==> config.mk <==
export PLATFORM = sky130hd
export DESIGN_NAME = vram_touch_painter
export DESIGN_NICKNAME = d
export VERILOG_FILES = /design/src/rtl/vram_touch_painter.sv
export SDC_FILE = /design/constraint.sdc
export NUM_CORES = 1
export LEC_CHECK = 0
export CORE_ASPECT_RATIO = 0.8
export CORE_MARGIN = 8
export CORE_UTILIZATION = 45
export DETAILED_ROUTE_END_ITERATION = 6
export GPL_ROUTABILITY_DRIVEN = 0
export PLACE_DENSITY = 0.78
export RECOVER_POWER = 50
export SYNTH_ARGS = -nofsm -noshare
export SYNTH_HDL_FRONTEND = slang
export SYNTH_SLANG_ARGS = --single-unit
==> constraint.sdc <==
create_clock -name clk -period 20.2 [get_ports clk]
set_input_delay 4.04 -clock clk [delete_from_list [all_inputs] [get_ports clk]]
set_output_delay 4.04 -clock clk [all_outputs]
set_load 0.01 [all_outputs]
==> src/rtl/vram_touch_painter.sv <==
// vram_touch_painter: turns touch samples into BRUSH x BRUSH pen squares on the VRAM write port
// and runs full-screen clear sweeps; every write-port output is registered.
package vram_touch_painter_pkg;
    typedef struct packed {
        logic        valid;
        logic [11:0] x;
        logic [11:0] y;
    } touch_t;
endpackage

module vram_touch_painter
    import vram_touch_painter_pkg::*;
#(
    parameter int          DISPLAY_WIDTH  = 240,
    parameter int          DISPLAY_HEIGHT = 320,
    parameter int          BRUSH          = 4,
    parameter logic [15:0] CLEAR_COLOR    = 16'h0000,
    localparam int         VRAM_L         = DISPLAY_WIDTH * DISPLAY_HEIGHT,
    localparam int         AW             = $clog2(VRAM_L)
) (
    input  logic          clk,
    input  logic          rst,
    input  logic          ena,
    input  touch_t        touch,
    input  logic [15:0]   pen_color,
    input  logic          clear_req,
    output logic          vram_wr_ena,
    output logic [AW-1:0] vram_wr_addr,
    output logic [15:0]   vram_wr_data,
    output logic          busy,
    output logic          clear_done
);
    typedef enum logic [1:0] {S_IDLE, S_PAINT, S_CLEAR} state_t;

    localparam logic [AW-1:0] PAINT_LAST = AW'(BRUSH * BRUSH - 1);
    localparam logic [AW-1:0] CLEAR_LAST = AW'(VRAM_L - 1);
    localparam logic [11:0]   ALIGN      = ~12'(BRUSH - 1);
    localparam logic [11:0]   W          = 12'(DISPLAY_WIDTH);
    localparam logic [11:0]   H          = 12'(DISPLAY_HEIGHT);

    state_t        state, nxt_state;
    logic [AW-1:0] cnt, nxt_cnt;
    logic [11:0]   bx, by, nxt_bx, nxt_by;
    logic [15:0]   color, nxt_color;
    logic          last_v, nxt_last_v;
    logic          pend, nxt_pend;
    logic [11:0]   tbx, tby, px, py;
    logic          in_range, repeat_blk;
    logic          nxt_wr_ena, nxt_done;
    logic [AW-1:0] nxt_wr_addr;
    logic [15:0]   nxt_wr_data;

    // bx/by/color double as the last-block register used to drop repeated touches
    assign tbx        = touch.x & ALIGN;
    assign tby        = touch.y & ALIGN;
    assign in_range   = (touch.x < W) && (touch.y < H);
    assign repeat_blk = last_v && (tbx == bx) && (tby == by) && (pen_color == color);
    assign busy       = (state != S_IDLE) || pend;

    always_ff @(posedge clk or negedge rst) begin
        if (!rst) begin
            state        <= S_IDLE;
            cnt          <= '0;
            bx           <= '0;
            by           <= '0;
            color        <= '0;
            last_v       <= 1'b0;
            pend         <= 1'b0;
            vram_wr_ena  <= 1'b0;
            vram_wr_addr <= '0;
            vram_wr_data <= '0;
            clear_done   <= 1'b0;
        end else begin
            state        <= nxt_state;
            cnt          <= nxt_cnt;
            bx           <= nxt_bx;
            by           <= nxt_by;
            color        <= nxt_color;
            last_v       <= nxt_last_v;
            pend         <= nxt_pend;
            vram_wr_ena  <= nxt_wr_ena;
            vram_wr_addr <= nxt_wr_addr;
            vram_wr_data <= nxt_wr_data;
            clear_done   <= nxt_done;
        end
    end

    always_comb begin
        nxt_state  = state;
        nxt_cnt    = cnt;
        nxt_bx     = bx;
        nxt_by     = by;
        nxt_color  = color;
        nxt_last_v = last_v;
        nxt_pend   = pend;
        if (!ena)
            nxt_pend = pend | (clear_req && state != S_CLEAR);
        else
            case (state)
                S_IDLE:
                    if (pend || clear_req) begin
                        nxt_state  = S_CLEAR;
                        nxt_cnt    = '0;
                        nxt_pend   = 1'b0;
                        nxt_last_v = 1'b0;
                    end else if (touch.valid && in_range && !repeat_blk) begin
                        nxt_state  = S_PAINT;
                        nxt_cnt    = '0;
                        nxt_bx     = tbx;
                        nxt_by     = tby;
                        nxt_color  = pen_color;
                        nxt_last_v = 1'b1;
                    end
                S_PAINT: begin
                    nxt_pend = pend | clear_req;
                    if (cnt == PAINT_LAST)
                        nxt_state = S_IDLE;
                    else
                        nxt_cnt = cnt + 1'b1;
                end
                S_CLEAR:
                    if (cnt == CLEAR_LAST)
                        nxt_state = S_IDLE;
                    else
                        nxt_cnt = cnt + 1'b1;
                default: nxt_state = S_IDLE;
            endcase
    end

    // the write for the next cycle is derived from the next state, so the first write
    // lands the cycle after acceptance
    always_comb begin
        px          = nxt_bx + 12'(nxt_cnt % AW'(BRUSH));
        py          = nxt_by + 12'(nxt_cnt / AW'(BRUSH));
        nxt_wr_ena  = ena && (nxt_state == S_CLEAR || (nxt_state == S_PAINT && px < W && py < H));
        nxt_wr_addr = (nxt_state == S_CLEAR) ? nxt_cnt : AW'(py) * AW'(DISPLAY_WIDTH) + AW'(px);
        nxt_wr_data = (nxt_state == S_CLEAR) ? CLEAR_COLOR : nxt_color;
        nxt_done    = ena && state == S_CLEAR && nxt_state == S_IDLE;
    end
endmodule

Word-level counts from Yosys, hierarchy flattened
Index checks and enable logic that the tools add are counted.
Word-level totals
  register bits: 96
  latch bits: 0
  RAM bits: 0
  memory bits (read-only): 0
  input port bits: 45
  logic and storage cells: 87
  memories: 0
Cells by class
  add/subtract/negate cells: 4
  $mul: 1
  divide/modulo/power cells: 0
  $lt $le $gt $ge: 4
  equal/unequal tests: 12
  shift operators: 0
  muxes and demuxes: 31
  bitwise logic cells: 2
  reduce and logical (&&, ||, !) cells: 22
Operators by type and width (number)
  two-way mux 17 bit: 6
  two-way mux 12 bit: 8
  two-way mux 16 bit: 5
  case mux 17 bit (3 select lines): 1
  equality test 12 bit: 2
  less-than comparator 12 x 8 -> 1 bit (second input constant): 2
  less-than comparator 12 x 9 -> 1 bit (second input constant): 2
  adder 17 x 1 -> 17 bit (second input constant): 1
  adder 17 x 12 -> 17 bit: 1
  equality test 17 bit (second input constant): 1
  equality test 17 x 4 -> 1 bit (second input constant): 1
  equality test 16 bit: 1
  multiplier 12 x 4 -> 13 bit (second input constant): 1
  adder 12 bit: 1
  adder 12 x 2 -> 12 bit: 1
  logical AND 1 bit: 12
  two-way mux 2 bit: 5
  case mux 2 bit (3 select lines): 1
  equality test 2 x 1 -> 1 bit (second input constant): 2
  equality test 2 bit (second input constant): 2
  zero test 2 bit: 2
  two-way mux 1 bit: 4
  nonzero test 2 bit: 2
  logical OR 1 bit: 3
  other kinds (8): 9

Longest topological paths before layout
  depth in word-level cells: 16
  mapped depth: 35
  depth with buffers taken out: 33

Worst setup path after synthesis
Ideal clock, no wire load.
  path kind: in2reg
  start point: in touch[4] in the netlist's numbering
  end point: reg vram_wr_addr[16]
  data arrival time: 10.857 ns
  required time: 20.079 ns
  setup slack: 9.222 ns
  stages: 32
  path through: xor2_1 or4b_1 or4_4 nor4_4 nor3_2 buf_2 buf_2 buf_2 nor2b_1 ha_1 inv_1 fa_1 xnor2_1 inv_1 fa_1 inv_1 fa_1 inv_1 fa_1 nor2b_1 o21a_1 nor2_1 xnor2_1 ha_1 nor3_1 nor2_1 nor4bb_1 nand3_1 xnor2_1 xnor2_1 xnor2_1 o21ai_2
Between the ends
  longest elaborated chain between the ends: 13
Ends and longest elaborated chain
  start: declaration: line 24  | input touch_t touch,
  branches (longest 4 deep; another with less-than comparator 12 x 9 -> 1 bit)
  logical AND 1 bit *: line 106  | end else if (touch.valid && in_range && !repeat_blk) begin
  two-way mux 12 bit *: line 106
  two-way mux 12 bit *: line 101  | if (pend || clear_req) begin
  two-way mux 12 bit *: line 99  | case (state)
  two-way mux 12 bit *: line 96  | if (!ena)
  named net nxt_by[0]: line 43  | logic [11:0] bx, by, nxt_bx, nxt_by;
  adder 12 bit *: line 134  | py = nxt_by + 12'(nxt_cnt / AW'(BRUSH));
  multiplier 12 x 4 -> 13 bit *: line 136  | nxt_wr_addr = (nxt_state == S_CLEAR) ? nxt_cnt : AW'(py) * AW'(DISPLAY_WIDTH) + AW'(px);
  adder 17 x 12 -> 17 bit *: line 136
  two-way mux 17 bit *: line 136
  named net nxt_wr_addr[16]: line 50  | logic [AW-1:0] nxt_wr_addr;
  end signal: assignment: line 82  | vram_wr_addr <= nxt_wr_addr;
  end: declaration: line 28  | output logic [AW-1:0] vram_wr_addr,
Mark *: on every way through the listed nets, which the timed path passes.
A chain may end at the register's enable or synchronous reset.

Worst setup path in the final report
  start point: in touch[4] in the netlist's numbering
  end point: reg vram_wr_addr[16]
Between the ends
  longest elaborated chain between the ends: 13
Ends and longest elaborated chain
  branches (longest 4 deep; another with less-than comparator 12 x 9 -> 1 bit)
  logical AND 1 bit *: line 106
  two-way mux 17 bit *: line 106
  two-way mux 17 bit *: line 101
  case mux 17 bit (3 select lines) *: line 99
  two-way mux 17 bit *: line 96
  named net nxt_cnt[2]: line 42  | logic [AW-1:0] cnt, nxt_cnt;
  adder 12 bit *: line 134
  multiplier 12 x 4 -> 13 bit *: line 136
  adder 17 x 12 -> 17 bit *: line 136
  two-way mux 17 bit *: line 136
  named net nxt_wr_addr[16]: line 50
Marked as above.

==> impl_metrics.csv <==
group,metric,value,unit
global_routing,grt-ovfl-total,0,
power_and_ir_drop,finalPower,647,uW
sta,min_period,12.27,ns
route,drt_wl_total,16400,microns
route,wire_per_inst,17.0,microns
clock_network,cts_resized,0,
floorplanning,num_rows,39,
global_routing,met2_usage,27.7,%
worst_setup_path,critical_path_required,20.43,ns
synth,yosys.cell_count.top_type,"dfrtp_1",
floorplanning,initial_core_util,46.2,%
clock_network,clockBufferDepth,2,
power_and_ir_drop,vdd_drop_max,0.0722,mV
power_and_ir_drop,p_sw,239,uW
synth,yosysWarningCount,0,
final_layout,n_fill_cell,1278,
final_layout,diodes,0,
synth,synth_ff_type,"dfrtp_1",
final_layout,area_growth,18.6,%
route,via_per_inst,5.50,
floorplanning,fp.dieArea,18900,sq um
floorplanning,core,14300,sq um
clock_network,cts_max_level,3,
route,via_count,5316,
worst_setup_path,cpMostUsedCell,"xnor2_1",
final_layout,final_util,54.8,%
worst_setup_path,cpMaxStageDelayCell,"nor4bb_1",
global_routing,busiest_layer,"met2",
sta,setup_viol,0,
global_routing,grt_max_degree,63,
power_and_ir_drop,clkPwrFrac,26.9,%
synth,async_flop_share,100,%
floorplanning,die_w,152,microns
job,cap_violations,2,
place,io_buffers,76,
synth,ys_types,64,
sta,hold_viol_final,0,
synth,synth.ff_latch_count,96,
final_layout,multiInputGateArea,3950,sq um
global_routing,grt_pass1_vias,5083,
route,drt_pre_antenna_iters,6,
clock_network,cts_buffers,9,
final_layout,seq_area,2400,sq um
route,drtIter0Drc,418,
sta,tightest_slew,3.28,ns
place,dp.cells,950,
worst_setup_path,crit_fanout,15,
floorplanning,pin_count,81,
sta,worst_slew_margin_rel,-118,%
clock_network,clkTransAtPathRegs,0.07,ns
worst_setup_path,start_kind,"primary input",
hold_path,hold_path_class,"reg2reg",
route,drc,0,
place,dpl.hpwl,12600,microns
synth,synth_edf_count,0,
clock_network,post_cts_buffers,0,
synth,synth_area_leaders,"dfrtp_1 (36%), ha_1 (7.4%), xnor2_1 (5.5%)",
clock_network,clk-insertion-delay-late,0.36,ns
final_layout,final_cells,966,
route,ant_nets,0,
synth,syn_inst,704,
global_routing,antenna_found_initial,0,
outcome,violations,"capacitance limit, slew limit",
synth,synth_commonest_cells,"dfrtp_1 (96), inv_1 (56), nor2_1 (55)",
synth,seq_area_frac_synth,36.2,%
worst_setup_path,critPathCaptureType,"register",
synth,syn_avg_cell_area,9.42,sq um
power_and_ir_drop,internal-power,408,uW
power_and_ir_drop,pwr-share-seq,34.5,%
synth,syn_area,6640,sq um
power_and_ir_drop,swShare,37.0,%
worst_setup_path,arrival,12.50,ns
sta,maxSlewViolCount,99,
sta,fmax,81.5,MHz
final_layout,fin_nets,875,
worst_setup_path,slowest_delay,0.61,ns
synth,synth_top_cell_by_area,"dfrtp_1",
sta,rsz0062_at_grt,"false",
global_routing,grtUsageMet1,24.5,%
sta,period_share,60.8,%
worst_setup_path,crit_type,"in2reg",
power_and_ir_drop,leakagePower,0.00367,uW
power_and_ir_drop,p_per_area,82.2,nW/um^2
global_routing,grt_usage,17.8,%
synth,syn_nets,802,
global_routing,grt_pass1_wl,26700,microns
sta,fin_setup_tns,0,ns
clock_network,clock-root-buffer,"clkbuf_16",
clock_network,ctsHoldBuffers,0,
clock_network,cts_sinks,96,
final_layout,layout-drive-gt1-share,6.14,%
synth,synth_top_area_share,36.2,%
sta,fin_skew,0.00808,ns
power_and_ir_drop,pwr-share-comb,38.6,%
outcome,outcome,"finished, violations left",
clock_network,tritoncts,"done",
floorplanning,die_h,125,microns
global_routing,use_met3,3.78,%
-- through the flow --
| step | instance area [sq um] | hold slack [ns] | worst slack, ns |
|---|---|---|---|
| detailed placement | 7580 | 0.507 | 7.67 |
| global route | 7870 | 0.547 | 7.42 |
| finish | 7870 | 0.530 | 7.93 |
| global placement | 7580 | 0.506 | 7.79 |
| CTS | 7880 | 0.533 | 8.03 |
| floorplan | 6640 | 0.456 | 9.22 |
-- state kept, by name (all words and copies together), names as in the netlist --
register	count
bx	12
state	2
cnt	17
vram_wr_addr	17
vram_wr_data	16
pend	1
vram_wr_ena	1
color	16
last_v	1
clear_done	1
by	12
-- metal layers --
metal | part of all wire [%] | wire, microns | vias to the layer above
met3 | 6.0 | 985 | 15
met4 | 1.6 | 259 | 0
met1 | 45 | 7450 | 2586
li1 | - | - | 2582
met5 | 0 | 0 | -
met2 | 47 | 7720 | 133
-- placed cells by master (no fill, tap or decap), drive strengths merged, types with 5 or more instances in the layout --
master,n
a21oi,26
a31oi,8
and3,12
clkbuf,12
clkdlybuf4s50,58
dfrtp,96
dlygate4sd3,17
fa,14
ha,39
inv,60
mux2,30
mux2i,5
nand2,46
nand2b,11
nand3,18
nand4,8
nor2,56
nor2b,36
nor3,17
nor4,17
o21ai,46
o31ai,8
or3,5
xnor2,44
xor2,40
-- cell type report --
type                       count  area share [%]
multi-input combinational    535            50.2
sequential                    96            30.5
timing repair buffer          79            9.83
clock buffer                  10            3.04
tap                          184            2.93
inverter                      56            2.67
clock inverter                 6           0.763
-- logic make-up (layout without fill, tap and decap cells) --
family	count (synthesis)	count (layout)	synth area share, %
adder cells (fa/ha/maj)	54	54	11.7
AO/OA/AOI/OAI	121	121	11.4
XOR/XNOR	84	84	11.5
AND/OR/NAND/NOR	241	241	19.0
buffers and inverters	73	151	4.30
flip-flops	96	96	36.2
multiplexers	35	35	5.85
-- worst max-delay path, delay by kind of cell --
kind            cells  cell delay, ns
buf+inv             3            0.54
compound gates      6            0.99
xor+xnor            8            1.64
fa+ha+maj           5            1.92
simple gates       12            3.36
-- power groups by stage --
| stage | combinational (uW) | clock (uW) | sequential, uW |
|---|---|---|---|
| after floorplan | 167 | 0 | 229 |
| after global placement | 243 | 0 | 227 |
| after detailed placement | 249 | 0 | 227 |
| after CTS | 253 | 177 | 223 |
| after global routing | 281 | 187 | 226 |
| final | 250 | 174 | 223 |
-- path summary, 6_finish.rpt --
kind | from | to | slack (ns) | cells after the start
min in group asynchronous | rst | pend | 4.16 | 1
setup / recovery | touch[4] | vram_wr_addr[16] | 7.93 | 34
hold reg to reg | color[15] | color[15] | 0.53 | 1
setup reg to reg | by[4] | vram_wr_addr[16] | 11.69 | 33
max in group asynchronous | rst | vram_wr_addr[3] | 12.19 | 2
hold / removal | color[15] | color[15] | 0.53 | 1
(Power assumes the default switching activity.)
